<file path="src/rtl/prefix_adder_scheduler_if.sv">
// Request/result bundle between arithmetic clients and the shared wide-add scheduler.
// Operands are packed per requester: requester i occupies bits [i*W +: W].
interface prefix_adder_scheduler_if #(
    parameter int NREQ  = 4,
    parameter int WORDS = 4
);
    localparam int W   = 16 * WORDS;
    localparam int IDW = (NREQ > 1) ? $clog2(NREQ) : 1;

    logic [NREQ-1:0]   req_valid;
    logic [NREQ-1:0]   req_ready;
    logic [NREQ*W-1:0] req_a;
    logic [NREQ*W-1:0] req_b;
    logic [NREQ-1:0]   req_cin;
    logic              res_valid;
    logic              res_ready;
    logic [IDW-1:0]    res_id;
    logic [W-1:0]      res_sum;
    logic              res_cout;

    modport master (
        output req_valid, req_a, req_b, req_cin, res_ready,
        input  req_ready, res_valid, res_id, res_sum, res_cout
    );

    modport slave (
        input  req_valid, req_a, req_b, req_cin, res_ready,
        output req_ready, res_valid, res_id, res_sum, res_cout
    );
endinterface

</file>
<file path="src/rtl/prefix_adder_scheduler.sv">
// Round-robin scheduler sharing one 16-bit Kogge-Stone slice among NREQ wide-add requesters;
// operands stream through the slice one word per cycle with the carry chained in a register.
module prefix_adder_scheduler #(
    parameter int NREQ  = 4,
    parameter int WORDS = 4
) (
    input  logic                      clk,
    input  logic                      rst,
    prefix_adder_scheduler_if.slave   bus
);
    localparam int W   = 16 * WORDS;
    localparam int IDW = (NREQ > 1) ? $clog2(NREQ) : 1;
    localparam int KW  = (WORDS > 1) ? $clog2(WORDS) : 1;

    typedef enum logic [1:0] {
        IDLE = 2'd0,
        CALC = 2'd1,
        DONE = 2'd2
    } state_t;

    state_t                    state_r;
    state_t                    state_s;
    logic [WORDS-1:0][15:0]    a_r;
    logic [WORDS-1:0][15:0]    b_r;
    logic [WORDS-1:0][15:0]    sum_r;
    logic                      carry_r;
    logic [KW-1:0]             k_r;
    logic [IDW-1:0]            owner_r;
    logic [IDW-1:0]            rr_ptr_r;

    logic [NREQ-1:0][W-1:0]    req_a_s;
    logic [NREQ-1:0][W-1:0]    req_b_s;
    logic [IDW-1:0]            win_s;
    logic [IDW-1:0]            scan_s;
    logic                      any_s;
    logic [15:0]               a_w_s;
    logic [15:0]               b_w_s;
    logic [15:0]               s_w_s;
    logic                      c_out_s;

    // Parallel-prefix add; cin is folded into bit 0's generate so every g[i] is a true carry.
    function automatic logic [16:0] prefix_add16(input logic [15:0] a,
                                                 input logic [15:0] b,
                                                 input logic        cin);
        logic [15:0] p0;
        logic [15:0] g;
        logic [15:0] p;
        logic [15:0] gn;
        logic [15:0] pn;
        p0   = a ^ b;
        g    = a & b;
        p    = p0;
        g[0] = g[0] | (p0[0] & cin);
        for (int lvl = 0; lvl < 4; lvl++) begin
            gn = g;
            pn = p;
            for (int i = 0; i < 16 - (1 << lvl); i++) begin
                gn[i + (1 << lvl)] = g[i + (1 << lvl)] | (p[i + (1 << lvl)] & g[i]);
                pn[i + (1 << lvl)] = p[i + (1 << lvl)] & p[i];
            end
            g = gn;
            p = pn;
        end
        return {g[15], p0 ^ {g[14:0], cin}};
    endfunction

    assign req_a_s = bus.req_a;
    assign req_b_s = bus.req_b;

    // Shared adder slice on the current word
    always_comb begin
        a_w_s            = a_r[k_r];
        b_w_s            = b_r[k_r];
        {c_out_s, s_w_s} = prefix_add16(a_w_s, b_w_s, carry_r);
    end

    // Round-robin winner: first valid requester at or above rr_ptr, wrapping
    always_comb begin
        win_s  = '0;
        any_s  = 1'b0;
        scan_s = '0;
        for (int off = 0; off < NREQ; off++) begin
            scan_s = IDW'((int'(rr_ptr_r) + off) % NREQ);
            if (!any_s && bus.req_valid[scan_s]) begin
                any_s = 1'b1;
                win_s = scan_s;
            end else begin
                any_s = any_s;
            end
        end
    end

    // State register
    always_ff @(posedge clk or posedge rst) begin
        if (rst) begin
            state_r <= IDLE;
        end else begin
            state_r <= state_s;
        end
    end

    // Next-state logic
    always_comb begin
        state_s = state_r;
        case (state_r)
            IDLE: begin
                if (any_s) state_s = CALC;
                else       state_s = IDLE;
            end
            CALC: begin
                if (k_r == KW'(WORDS - 1)) state_s = DONE;
                else                       state_s = CALC;
            end
            DONE: begin
                if (bus.res_ready) state_s = IDLE;
                else               state_s = DONE;
            end
            default: state_s = IDLE;
        endcase
    end

    // Operand capture, word sequencing and round-robin pointer update
    always_ff @(posedge clk or posedge rst) begin
        if (rst) begin
            a_r      <= '0;
            b_r      <= '0;
            sum_r    <= '0;
            carry_r  <= 1'b0;
            k_r      <= '0;
            owner_r  <= '0;
            rr_ptr_r <= '0;
        end else begin
            case (state_r)
                IDLE: begin
                    if (any_s) begin
                        a_r     <= req_a_s[win_s];
                        b_r     <= req_b_s[win_s];
                        carry_r <= bus.req_cin[win_s];
                        k_r     <= '0;
                        owner_r <= win_s;
                    end else begin
                        k_r     <= k_r;
                    end
                end
                CALC: begin
                    sum_r[k_r] <= s_w_s;
                    carry_r    <= c_out_s;
                    k_r        <= k_r + KW'(1);
                end
                DONE: begin
                    // Pointer advances only once the result has actually left
                    if (bus.res_ready) begin
                        rr_ptr_r <= (owner_r == IDW'(NREQ - 1)) ? '0 : owner_r + IDW'(1);
                    end else begin
                        rr_ptr_r <= rr_ptr_r;
                    end
                end
                default: begin
                    k_r <= '0;
                end
            endcase
        end
    end

    // Output decode
    always_comb begin
        bus.req_ready = '0;
        bus.res_valid = 1'b0;
        bus.res_id    = owner_r;
        bus.res_sum   = sum_r;
        bus.res_cout  = carry_r;
        case (state_r)
            IDLE: begin
                if (any_s && !rst) bus.req_ready[win_s] = 1'b1;
                else               bus.req_ready = '0;
            end
            DONE: begin
                bus.res_valid = 1'b1;
            end
            default: begin
                bus.res_valid = 1'b0;
            end
        endcase
    end
endmodule

</file>
<file path="src/flat_wrapper.sv">
// flat-port wrapper written by rule: the top's interface ports become plain ports
module prefix_adder_scheduler_flat 
#(
    parameter int NREQ  = 4,
    parameter int WORDS = 4
)
  (clk, rst, bus_req_valid, bus_req_a, bus_req_b, bus_req_cin, bus_res_ready, bus_req_ready, bus_res_valid, bus_res_id, bus_res_sum, bus_res_cout);
  prefix_adder_scheduler_if #(.NREQ(NREQ), .WORDS(WORDS)) bus_i ();
  input  logic clk;
  input  logic rst;
  input wire logic [$bits(bus_i.req_valid)-1:0] bus_req_valid;
  input wire logic [$bits(bus_i.req_a)-1:0] bus_req_a;
  input wire logic [$bits(bus_i.req_b)-1:0] bus_req_b;
  input wire logic [$bits(bus_i.req_cin)-1:0] bus_req_cin;
  input wire logic [$bits(bus_i.res_ready)-1:0] bus_res_ready;
  output wire logic [$bits(bus_i.req_ready)-1:0] bus_req_ready;
  output wire logic [$bits(bus_i.res_valid)-1:0] bus_res_valid;
  output wire logic [$bits(bus_i.res_id)-1:0] bus_res_id;
  output wire logic [$bits(bus_i.res_sum)-1:0] bus_res_sum;
  output wire logic [$bits(bus_i.res_cout)-1:0] bus_res_cout;
  assign bus_i.req_valid = bus_req_valid;
  assign bus_i.req_a = bus_req_a;
  assign bus_i.req_b = bus_req_b;
  assign bus_i.req_cin = bus_req_cin;
  assign bus_i.res_ready = bus_res_ready;
  assign bus_req_ready = bus_i.req_ready;
  assign bus_res_valid = bus_i.res_valid;
  assign bus_res_id = bus_i.res_id;
  assign bus_res_sum = bus_i.res_sum;
  assign bus_res_cout = bus_i.res_cout;
  prefix_adder_scheduler #(.NREQ(NREQ), .WORDS(WORDS)) u_core (.clk(clk), .rst(rst), .bus(bus_i));
endmodule
</file>
<file path="config.mk">
export PLATFORM = sky130hd
export DESIGN_NAME = prefix_adder_scheduler_flat
export DESIGN_NICKNAME = d
export VERILOG_FILES = /design/src/rtl/prefix_adder_scheduler_if.sv /design/src/rtl/prefix_adder_scheduler.sv /design/src/flat_wrapper.sv
export SDC_FILE = /design/constraint.sdc
export NUM_CORES = 1
export LEC_CHECK = 0
export BUFFER_PORTS_ARGS = -buffer_cell sky130_fd_sc_hd__buf_2
export CAP_MARGIN = 20
export CORE_AREA = 4 4 227 229
export DETAILED_ROUTE_END_ITERATION = 7
export DIE_AREA = 0 0 231 233
export GPL_TIMING_DRIVEN = 0
export SLEW_MARGIN = 20
export SYNTH_ARGS = -nofsm -noshare
export SYNTH_HDL_FRONTEND = slang
export SYNTH_SLANG_ARGS = --single-unit
</file>
<file path="constraint.sdc">
create_clock -name clk -period 7.8 [get_ports clk]
set_clock_uncertainty 0.05 [all_clocks]
set_input_delay 0 -clock clk [delete_from_list [all_inputs] [get_ports clk]]
set_output_delay 0 -clock clk [all_outputs]
set_load 0.02 [all_outputs]
</file>
==> key figures, run 1 <==
Die
  – Die footprint: 53800 sq um
  – DIE WIDTH: 231 um
  – FP Rows: 82
  – Core ar.: 49700 sq um
  – Initial Util: approximately a quarter
  – Total I/O pin count: ~600
  – Chip height: 233 um

Synth
  – Area of the mapped netlist: 13300 sq um
  – Post-Syn Instances: between 1500 and 2000
  – Synthesized flop and latch total: 201
  – Number of synthesized flops with an enable pin: 0
  – Post-synth net total: 2101
  – Post-synth ARST share: 100%
  – Avg Inst Size Synth: around 8.5 sq um
  – Ys flop type: dfrtp_1
  – Register area share after synthesis: 37.9%
  – Netlist cell types: between 50 and 60
  – Ys Warns: 0

Critical path
  – CP bufs+invs: 3
  – Critical Path RT: around 8 ns
  – Crit path max-delay family: buffers and inverters
  – Crit path depth: 12
  – R2R depth: 12
  – Slowest CP cell: clkbuf_1
  – Critical Path, Cell by Cell: clkbuf_1, clkbuf_1, mux4_2, fa_1, inv_1, fa_1, nor2b_1, o31ai_1, a211oi_1, o21ai_0, mux2i_1, o31ai_1
  – Setup Crit Path Kind: reg -> reg
  – CP endpoint kind: flip-flop
  – Slowest cell delay on critical path: 0.84 ns
  – Crit-path max FO: 10
  – Critical Path AT: 5.15 ns
  – Startpoint types: flip-flop

Clock network
  – CTS tree: done
  – Hold buffer count at cts: 389
  – Post-CTS sizing: 0
  – Worst-path clk slew: approximately 0.06 ns
  – H-Tree Depth: 1
  – CTS sink cnt: 201
  – Post-CTS setup repair buffer count: 0
  – Clk_lat worst skew: 0.54 ns
  – Clock Tree Buf Depth: 3
  – Root Buffer: clkbuf_16
  – Number of buffers created by CTS: 24

Detailed routing
  – Drt drc: 0
  – First-pass iteration count of the detailed router: 6
  – Routed WL: 73400 um
  – Vias/cell: between 5 and 6
  – DR WL/cell: 22.5 um
  – Antenna Nets Post-Route: 0
  – Iteration-0 DRC Markers: 1139
  – Via count: approximately 16000

Run
  – Max Cap Viol: 0

Global routing
  – Global-route wire length before repair: 105000 um
  – Global Route Usage Sum: between 20% and 30%
  – Initial antenna violation count: 9
  – Grt ovf: 0
  – Vias in the first global route: 17029
  – Largest net degree at the start of global routing: 96

Cells and area
  – Final #Nets: between 3000 and 4000
  – Area of the multi-input gates: 7500 sq um
  – Reg area: about 5000 sq um
  – Synthesis-to-finish area growth: 65.1%
  – Post-route cell area: between 20000 and 25000 sq um
  – Fill count: 4978
  – Layout cells sized above 1: 29.7%

Timing
  – Setup_tns: 0 ns
  – Hold Vio Cnt, Final: 0
  – Final hold slack: between 0.1 and 0.15 ns
  – Final Worst Setup Slack: approximately 3.0 ns
  – Final period utilization: 61.6%
  – Tmin final: ~4.8 ns
  – Slew @ Worst Pin: approximately 1.0 ns
  – # setup viols final: 0
  – RSZ-0062 raised after global routing: false
  – Slew Viols, Final: 0
  – Rel. slew slack: a little over 30%
  – Max Fclk: ~0.21 GHz

Power and ir drop
  – Overall Power: 0.00966 W
  – Power per cell area: 440 nW/um^2
  – Worst vdd ir: 0.000251 V
  – Pleak: ~11 nW

Placement
  – Placed cell area: 17200 sq um
  – DP HPWL: 58100 um
  – Dpl ws: 2.93 ns
  – I/O Buffers: 594
  – Routability Congestion: 0.926

Worst hold path
  – Hold Path Class: in -> reg
  – Hold path depth: 4

Run status
  – Status: complete, no violations
-- routing by layer --
metal / share of wire, % / up-vias / global-route usage [%] / wire length, um
li1: - / 7569 / - / -
met1: 42 / 7974 / 33.5 / 30800
met2: 49 / 693 / 44.7 / 36000
met3: 5.9 / 140 / 3.80 / 4320
met4: 3.3 / 0 / 8.49 / 2400
met5: 0 / - / 0 / 0
-- metrics by stage --
| stage | utilization (%) | std cells |
|---|---|---|
| after floorplan | - | 1556 |
| after global placement | 34.4 | 2822 |
| after detailed placement | 34.6 | 2824 |
| after CTS | 44.1 | 3256 |
| after global routing | 44.2 | 3263 |
| final | 44.2 | 3265 |
-- cell usage after synthesis, types with 15 or more instances --
| library cell | instances | area share (%) |
|---|---|---|
| dfrtp_1 | 201 | 38 |
| inv_1 | 15 | 0.42 |
| buf_2 | 44 | 1.7 |
| and2_0 | 51 | 2.4 |
| and2_1 | 78 | 3.7 |
| ha_1 | 20 | 1.9 |
| nand2_1 | 466 | 13 |
| o31ai_1 | 130 | 7.3 |
| a211oi_1 | 119 | 6.7 |
| mux4_2 | 32 | 5.4 |
| clkbuf_1 | 66 | 1.9 |
| and3_1 | 131 | 6.2 |
| o21ai_0 | 68 | 2.6 |
-- cell families (layout without fill, tap and decap cells) --
kind of cell	after synthesis	after routing	share of synthesized area, %
simple gates	756	756	26.6
compound gates	375	375	20.8
flops	201	201	37.9
buf+inv	151	1179	5.64
mux	41	41	6.16
fa+ha+maj	22	22	2.19
xor+xnor	10	10	0.659
other cells	0	9	0
-- worst paths after layout --
kind	to	start	slack, ns
min	u_core.bus.res_cout	bus_req_cin[3]	0.11
min reg2reg	u_core.bus.res_sum[35]	u_core.bus.res_sum[35]	0.43
min in group asynchronous	u_core.a_r[55]	rst	0.61
max	u_core.bus.res_sum[62]	u_core.k_r[1]	2.99
max in group asynchronous	u_core.b_r[32]	rst	6.30
max reg2reg	u_core.bus.res_sum[62]	u_core.k_r[1]	2.99
-- cells in the final DEF, fill, tap and decap left out, types with 3 or more instances in the layout --
master,instances
buf_2,638
nand2_1,466
dlygate4sd3_1,389
dfrtp_1,201
and3_1,131
o31ai_1,130
a211oi_1,119
and2_1,78
o21ai_0,68
clkbuf_1,67
and2_0,51
mux4_2,32
clkbuf_16,25
ha_1,20
inv_1,14
buf_6,12
a211oi_2,12
buf_4,10
a21oi_1,10
o31ai_2,10
diode_2,9
nor2_1,9
clkbuf_8,7
mux2_2,6
or3_1,5
xor2_1,5
xnor2_1,5
clkinv_2,5
o21a_1,4
nor4_1,4
buf_1,4
mux2i_1,3
nor2b_1,3
a21o_1,3
bufinv_16,3
-- tightest hold or removal path: cells and delay by family --
kind                   cells  cell delay, ns
buffers and inverters      1            0.08
multiplexers               1            0.09
AND/OR/NAND/NOR            2            0.49
-- final cells by class --
cell class	count	area share (%)
plain buffers	136	3.16
multi-input cells	1204	34.2
clock inverters	10	0.593
diodes	9	0.103
well taps	672	3.83
repair buffers	985	31.6
flip-flops and latches	201	22.9
clock buffers	33	3.31
inverters	15	0.291
-- state kept, by name, summed over array words and instances (netlist names) --
signal,flops
u_core.bus.res_cout,1
u_core.b_r,64
u_core.bus.res_sum,64
u_core.bus.res_id,2
u_core.k_r,2
u_core.rr_ptr_r,2
u_core.a_r,64
u_core.state_r,2
-- report_power, final --
group / switching [W] / internal (W)
Sequential: 0.000485 / 0.00158
Clock: 0.000466 / 0.000746
Combinational: 0.00361 / 0.00276
Total: 0.00456 / 0.00509
No activity file was read; power rests on OpenSTA's default activity.
==> run 2: changes to the inputs <==
Settings changed: ABC_AREA from default to 1.
Clock period 7.8 ns to 4.7 ns, I/O delays scaled along.
==> run 2 against run 1 <==
The run now ends with negative hold slack left. Critical endpoint is now u_core.bus.res_sum[26]. Critical path type unchanged. First-iteration DRC count is 11% higher. Sequential power is 55% higher. Sequential share of layout area is 1.1 points lower. Largest cell class is now multi-input combinational cells.
==> key figures, run 2 <==
Power and ir drop
  – Pleak: 13.4 nW (was 10.9 nW)
  – Power per cell area: 1010 nW/um^2 (was 440 nW/um^2)
  – Worst vdd ir: 0.000462 V (was 0.000251 V)

Cells and area
  – Layout cells sized above 1: 21.5% (was 29.7%)
  – Fill count: 5285 (was 4978)
  – Synthesis-to-finish area growth: 60.3% (was 65.1%)
  – Antenna diode count: 0 (was 9)
  – Most frequent cells in the layout: nand2_1, buf_2, dlygate4sd3_1, dfrtp_1, o21ai_0 (was buf_2, nand2_1, dlygate4sd3_1, dfrtp_1, and3_1)
  – Most common cell after layout, fill and taps aside: nand2_1 (was buf_2)
  – Finished Layout Cells: 4134 (was 3265)
  – Area of the multi-input gates: 8370 sq um (was 7500 sq um)
  – Reg area: 5030 sq um (unchanged)
  – Final #Nets: 3991 (was 3112)

Synth
  – Largest family of logic cells by synthesized area: simple AND/OR/NAND/NOR gates (unchanged)
  – Post-Syn Instances: 2434 (was 1556)
  – Netlist cell types: 39 (was 51)
  – Synth Area in Simple Gates: 49.3% (was 26.6%)
  – Area leader, netlist: nand2_1 (was dfrtp_1)
  – Synthesized flop and latch total: 201 (unchanged)
  – Ys flop type: dfrtp_1 (unchanged)
  – Mux cell area share after synthesis: 0% (was 6.16%)
  – Compound-cell area share of the yosys netlist: 6.55% (was 20.8%)
  – Post-synth ARST share: 100% (unchanged)
  – Top cells by area, synth: nand2_1, dfrtp_1, o21ai_0 (was dfrtp_1, nand2_1, o31ai_1)
  – Post-Synth Adder-Cell Area: 2.02% (was 2.19%)
  – Number of synthesized flops with an enable pin: 0 (unchanged)
  – Ys Warns: 0 (unchanged)
  – Register area share after synthesis: 35.1% (was 37.9%)
  – Avg Inst Size Synth: 5.89 sq um (was 8.54 sq um)
  – Cell with the most instances after synthesis: nand2_1 (unchanged)
  – Yosys top cell area share: 45.1% (was 37.9%)
  – XOR/XNOR Fraction of Synth Area: 0.488% (was 0.659%)
  – Post-synth net total: 2979 (was 2101)
  – Area of the mapped netlist: 14300 sq um (was 13300 sq um)
  – Top cells by count, synth: nand2_1, dfrtp_1, o21ai_0 (was nand2_1, dfrtp_1, and3_1)

Detailed routing
  – Vias/cell: 4.53 (was 5.02)
  – Antenna Nets Post-Route: 0 (unchanged)
  – First-pass iteration count of the detailed router: 6 (unchanged)
  – Drt drc: 0 (unchanged)
  – Routed WL: 68400 um (was 73400 um)
  – Via count: 18711 (was 16376)
  – Iteration-0 DRC Markers: 1262 (was 1139)
  – DR WL/cell: 16.5 um (was 22.5 um)

Die
  – Core ar.: 49700 sq um (unchanged)
  – Initial Util: 28.9% (was 26.7%)
  – Die footprint: 53800 sq um (unchanged)
  – Total I/O pin count: 595 (unchanged)
  – FP Rows: 82 (unchanged)
  – DIE WIDTH: 231 um (unchanged)
  – Chip height: 233 um (unchanged)

Global routing
  – Global-route wire length before repair: 102000 um (was 105000 um)
  – Grt ovf: 0 (unchanged)
  – Initial antenna violation count: 5 (was 9)
  – Vias in the first global route: 18185 (was 17029)
  – Largest net degree at the start of global routing: 35 (was 96)
  – Global Route Usage Sum: 24.1% (was 26.0%)

Run status
  – Status: finished, violations left (was complete, no violations)
  – Failing checks: negative hold slack

Clock network
  – Clock Tree Buf Depth: 3 (unchanged)
  – H-Tree Depth: 1 (unchanged)
  – Number of buffers created by CTS: 24 (unchanged)
  – Clk_lat worst skew: 0.52 ns (was 0.54 ns)
  – CTS sink cnt: 201 (unchanged)
  – CTS tree: done (unchanged)
  – Worst-path clk slew: 0.06 ns (about the same)
  – Root Buffer: clkbuf_16 (unchanged)

Placement
  – DP HPWL: 54500 um (was 58100 um)
  – Dpl ws: 0.0971 ns (was 2.93 ns)
  – Dpl cells: 3706 (was 2824)
  – Routability Congestion: 0.921 (was 0.926)
  – I/O Buffers: 594 (unchanged)

Critical path
  – Crit path max-delay family: compound AO/OA/AOI/OAI gates (was buffers and inverters)
  – CP endpoint kind: flip-flop (unchanged)
  – Critical Path AT: 4.70 ns (was 5.15 ns)
  – Slowest CP cell: dfrtp_1 (was clkbuf_1)
  – CP bufs+invs: 4 (was 3)
  – Setup Crit Path Kind: reg -> reg (unchanged)
  – Critical Path RT: 5.05 ns (was 8.15 ns)
  – Slowest cell delay on critical path: 0.47 ns (was 0.84 ns)
  – Startpoint types: flip-flop (unchanged)
  – Critical Path, Cell by Cell: inv_1, clkbuf_1, clkbuf_2, nor2_1, o22ai_1, fa_1, inv_1, fa_1, o21ai_1, a21boi_0, o21ai_0, nand3_1, nand2_1, nand2_1, nand3_1, nand2_1 (was clkbuf_1, clkbuf_1, mux4_2, fa_1, inv_1, fa_1, nor2b_1, o31ai_1, a211oi_1, o21ai_0, mux2i_1, o31ai_1)
  – Crit-path max FO: 10 (unchanged)
  – CP most frequent cell: nand2_1

Timing
  – Hold Vio Cnt, Final: 2 (was 0)
  – # setup viols final: 0 (unchanged)
  – Final hold slack: -0.0269 ns (was 0.106 ns)
  – Max Fclk: 0.230 GHz (was 0.208 GHz)
  – Final Worst Setup Slack: 0.345 ns (was 2.99 ns)
  – Final period utilization: 92.7% (was 61.6%)
  – Rel. slew slack: 47.2% (was 30.2%)
  – Tmin final: 4.35 ns (was 4.81 ns)
  – Slew @ Worst Pin: 0.792 ns (was 1.05 ns)
  – RSZ-0062 raised after global routing: false (unchanged)
  – Slew Viols, Final: 0 (unchanged)

Worst hold path
  – Hold Path Class: in -> reg (unchanged)

Run
  – Max Cap Viol: 0 (unchanged)
-- run 2: changes by cell type in the layout (fill, tap and decap cells not counted), sizes merged, moves of 13 or more --
cell,previous run,this run
a211oi,131,0
and2,129,0
and3,131,0
buf,666,691
clkbuf,99,86
inv,15,35
mux4,32,0
nand2,466,1728
nand3,2,39
nor2,9,79
o21ai,68,106
o22ai,2,30
o31ai,140,6
-- run 2: report_power, final --
part           total, W  switching, W  internal (W)
combinational    0.0181        0.0107       0.00744
clock           0.00195      0.000723       0.00122
sequential      0.00321      0.000604       0.00261
total            0.0233        0.0120        0.0113
-- run 2: per-layer routing --
layer / wire length, um / global-route usage (%) / vias to the layer above / share of wire, %
met1: 30300 / 32.0 / 8540 / 44
met5: 27 / 0 / - / 0.039
met2: 32500 / 42.1 / 571 / 48
met4: 1850 / 5.98 / 4 / 2.7
li1: - / - / 9500 / -
met3: 3650 / 2.77 / 96 / 5.3
-- run 2: kinds of logic (layout without fill, tap and decap cells) --
group	after synthesis	count (layout)
AO/OA/AOI/OAI	171	171
adder cells (fa/ha/maj)	22	22
AND/OR/NAND/NOR	1855	1855
flip-flops	201	201
XOR/XNOR	8	8
buffers and inverters	177	1205
-- run 2: cell type report --
class,count,share of cell area [%]
Multi-Input combinational cell,2056,36.4
Timing Repair Buffer,986,30.3
Sequential cell,201,21.9
Tap cell,672,3.66
Buffer,141,3.54
Clock buffer,36,3.16
Inverter,36,0.615
Clock inverter,6,0.468
-- run 2: metrics by stage --
stage	TNS (ns)	area, sq um	hold slack (ns)	util [%]	total power (W)
after floorplan	0	14400	0.0455	-	0.0126
after global placement	-3.15	18200	0.163	36.6	0.0178
after detailed placement	0	18300	0.103	36.8	0.0178
after CTS	0	23000	0.00161	46.3	0.0233
after global routing	0	23000	0.0273	46.3	0.0255
final	0	23000	-0.0269	46.3	0.0233
-- run 2: tightest hold or removal path: stages --
cell and delay, ns:
buf_2 0.07, nand2_1 0.04, nand2_1 0.11, nand2_1 0.06
nand2_1 0.10, nand2_1 0.06, nand2_1 0.05
-- run 2: final timing paths --
check | from | endpoint | slack (ns) | cells past startpoint
max in group asynchronous | rst | u_core.a_r[16] | 3.40 | 6
min in group asynchronous | rst | u_core.rr_ptr_r[1] | 0.11 | 3
worst max register to register | u_core.k_r[0] | u_core.bus.res_sum[26] | 0.35 | 16
worst min-delay path | bus_req_a[239] | u_core.a_r[47] | -0.03 | 7
worst min register to register | u_core.bus.res_sum[54] | u_core.bus.res_sum[54] | 0.43 | 2
worst max-delay path | u_core.k_r[0] | u_core.bus.res_sum[26] | 0.35 | 16
-- run 2: what timing repair did --
action | 4_1_cts | 5_1_grt
hold buffers | 386 | 0
endpoints found under the hold margin | 171 | 0
setup buffers | 0 | 0
setup endpoints to repair | 0 | 9
resized for setup | 0 | 8
==> run 3: changes to the inputs <==
Settings changed: PLACE_DENSITY_LB_ADDON from default to 0.05.
==> run 3 against run 2 <==
The flow now finishes without violations. Global-route usage grew 0.32 points. Sequential power is essentially flat. Register-to-register slack gained 0.11 ns. Sequential share of layout area is essentially flat. Power shrank 0.10%. Via count shrank 0.72%. Wire length grew 0.27%. Critical endpoint is now u_core.bus.res_sum[42]. Largest cell class unchanged.
==> key figures, run 3 (synthesis gave the netlist of run 2 again) <==
Timing
  – Final period utilization: 90.4% (was 92.7%)
  – Hold Vio Cnt, Final: 0 (was 2)
  – Setup_tns: 0 ns (unchanged)
  – Max Fclk: 0.235 GHz (was 0.230 GHz)
  – Slew @ Worst Pin: 0.889 ns (was 0.792 ns)
  – Tmin final: 4.25 ns (was 4.35 ns)
  – Slew Viols, Final: 0 (unchanged)
  – # setup viols final: 0 (unchanged)
  – Rel. slew slack: 40.1% (was 47.2%)
  – RSZ-0062 raised after global routing: false (unchanged)

Detailed routing
  – DR WL/cell: 16.6 um (was 16.5 um)
  – Vias/cell: 4.49 (was 4.53)
  – Drt drc: 0 (unchanged)
  – Via count: 18576 (was 18711)
  – First-pass iteration count of the detailed router: 6 (unchanged)
  – Iteration-0 DRC Markers: 978 (was 1262)
  – Antenna Nets Post-Route: 0 (unchanged)
  – Routed WL: 68600 um (was 68400 um)

Global routing
  – Grt ovf: 0 (unchanged)
  – Vias in the first global route: 18739 (was 18185)
  – Initial antenna violation count: 4 (was 5)
  – Met1 GRT Util: 33.1% (was 32.0%)
  – Global-route wire length before repair: 104000 um (was 102000 um)
  – Met2 usage: 42.9% (was 42.1%)
  – GR peak layer: met2 (unchanged)
  – Met3 usage: 2.31% (was 2.77%)
  – Global Route Usage Sum: 24.5% (was 24.1%)
  – Largest net degree at the start of global routing: 35 (unchanged)

Die
  – DIE WIDTH: 231 um (unchanged)
  – Die footprint: 53800 sq um (unchanged)
  – Initial Util: 28.9% (unchanged)
  – Chip height: 233 um (unchanged)
  – FP Rows: 82 (unchanged)
  – Total I/O pin count: 595 (unchanged)
  – Core ar.: 49700 sq um (unchanged)

Placement
  – DP HPWL: 55700 um (was 54500 um)
  – I/O Buffers: 594 (unchanged)
  – Routability Congestion: 0.921 (about the same)

Cells and area
  – Antenna diode count: 0 (unchanged)
  – Area of the multi-input gates: 8370 sq um (unchanged)
  – Most common cell after layout, fill and taps aside: nand2_1 (unchanged)
  – Layout cells sized above 1: 21.6% (was 21.5%)
  – Final #Nets: 3994 (was 3991)
  – Most frequent cells in the layout: nand2_1, buf_2, dlygate4sd3_1, dfrtp_1, o21ai_0 (unchanged)
  – Fill count: 5404 (was 5285)
  – Layout Utilization: 46.4% (was 46.3%)
  – Reg area: 5030 sq um (unchanged)
  – Synthesis-to-finish area growth: 60.6% (was 60.3%)

Run
  – Max Cap Viol: 0 (unchanged)

Critical path
  – Critical Path AT: 4.60 ns (was 4.70 ns)
  – Reg-to-Reg Start: u_core.k_r[0] (unchanged)
  – Setup Crit Path Kind: reg -> reg (unchanged)
  – CP endpoint kind: flip-flop (unchanged)
  – Critical Path RT: 5.05 ns (about the same)
  – Startpoint types: flip-flop (unchanged)
  – Crit-path max FO: 10 (unchanged)
  – Worst setup path start: u_core.k_r[0] (unchanged)

Clock network
  – CTS sink cnt: 201 (unchanged)
  – Clk_lat worst skew: 0.52 ns (about the same)
  – Root Buffer: clkbuf_16 (unchanged)
  – CTS tree: done (unchanged)
  – H-Tree Depth: 1 (unchanged)
  – Clock Tree Buf Depth: 3 (unchanged)
  – Worst-path clk slew: 0.06 ns (about the same)
  – Number of buffers created by CTS: 24 (unchanged)

Power and ir drop
  – Pleak: 13.4 nW (about the same)
  – Overall Power: 0.0232 W (was 0.0233 W)
  – Power per cell area: 1010 nW/um^2 (about the same)
  – Worst vdd ir: 0.000570 V (was 0.000462 V)

Run status
  – Status: complete, no violations (was finished, violations left)

Worst hold path
  – Hold Path Origin: bus_req_a[65] (was bus_req_a[239])
  – Hold Path Class: in -> reg (unchanged)
-- run 3: cell count changes in the layout (fill, tap and decap cells not counted) --
cell           previous run  this run
buf_12                    5         6
buf_16                    1         0
bufinv_16                 3         4
clkbuf_1                 51        48
clkbuf_8                  6         5
clkinv_2                  2         4
clkinv_4                  0         1
dlygate4sd3_1           386       389
-- run 3: worst paths after layout --
check,slack [ns],end,depth (start not counted)
max,0.45,u_core.bus.res_sum[42],15
min,0.02,u_core.a_r[1],7
max reg2reg,0.45,u_core.bus.res_sum[42],15
min reg2reg,0.43,u_core.bus.res_sum[63],2
max in group asynchronous,3.23,u_core.a_r[24],6
min in group asynchronous,0.58,u_core.rr_ptr_r[0],4
-- run 3: what timing repair did --
item,in CTS,in global routing
buffers inserted,0,0
endpoints found under the setup margin,0,4
hold buffers,389,0
endpoints found under the hold margin,202,0
gates resized for setup,0,8
-- run 3: power by group --
group	switching (W)	total [W]	internal, W
Sequential	0.000632	0.00324	0.00261
Combinational	0.0105	0.0180	0.00747
Clock	0.000754	0.00202	0.00126
Total	0.0119	0.0232	0.0113
-- run 3: stage by stage --
stage	setup WS (ns)	cell area [sq um]	std cells	hold slack, ns
2_1_floorplan	1.07	14400	2434	0.0455
3_3_place_gp	-1.09	18200	3700	0.163
3_5_place_dp	0.210	18300	3706	-0.0146
4_1_cts	0.197	23000	4137	0.00169
5_1_grt	0.145	23000	4137	0.0288
6_report	0.452	23000	4137	0.0151
-- run 3: layout make-up --
type / instances / share of cell area, %
flip-flops and latches: 201 / 21.8
clock inverters: 10 / 0.679
multi-input cells: 2056 / 36.3
well taps: 672 / 3.65
repair buffers: 989 / 30.3
inverters: 36 / 0.614
plain buffers: 141 / 3.53
clock buffers: 32 / 3.05
-- run 3: per-layer routing --
metal | routed length, um | part of all wire, % | vias to the layer above
met1 | 31100 | 45 | 8477
met3 | 3160 | 4.6 | 68
met2 | 32900 | 48 | 519
li1 | - | - | 9512
met5 | 0 | 0 | -
met4 | 1320 | 1.9 | 0
-- run 3: worst max-delay path: stages (launching register included) --
cell	delay, ns
dfrtp_1	0.48
clkbuf_1	0.40
buf_1	0.35
nor2_1	0.12
o22ai_1	0.36
fa_1	0.28
inv_1	0.06
fa_1	0.46
o21ai_1	0.32
a21boi_0	0.24
o21ai_0	0.38
nand3_1	0.17
nand2_1	0.09
nand2_1	0.16
nand3_1	0.12
nand2_1	0.06
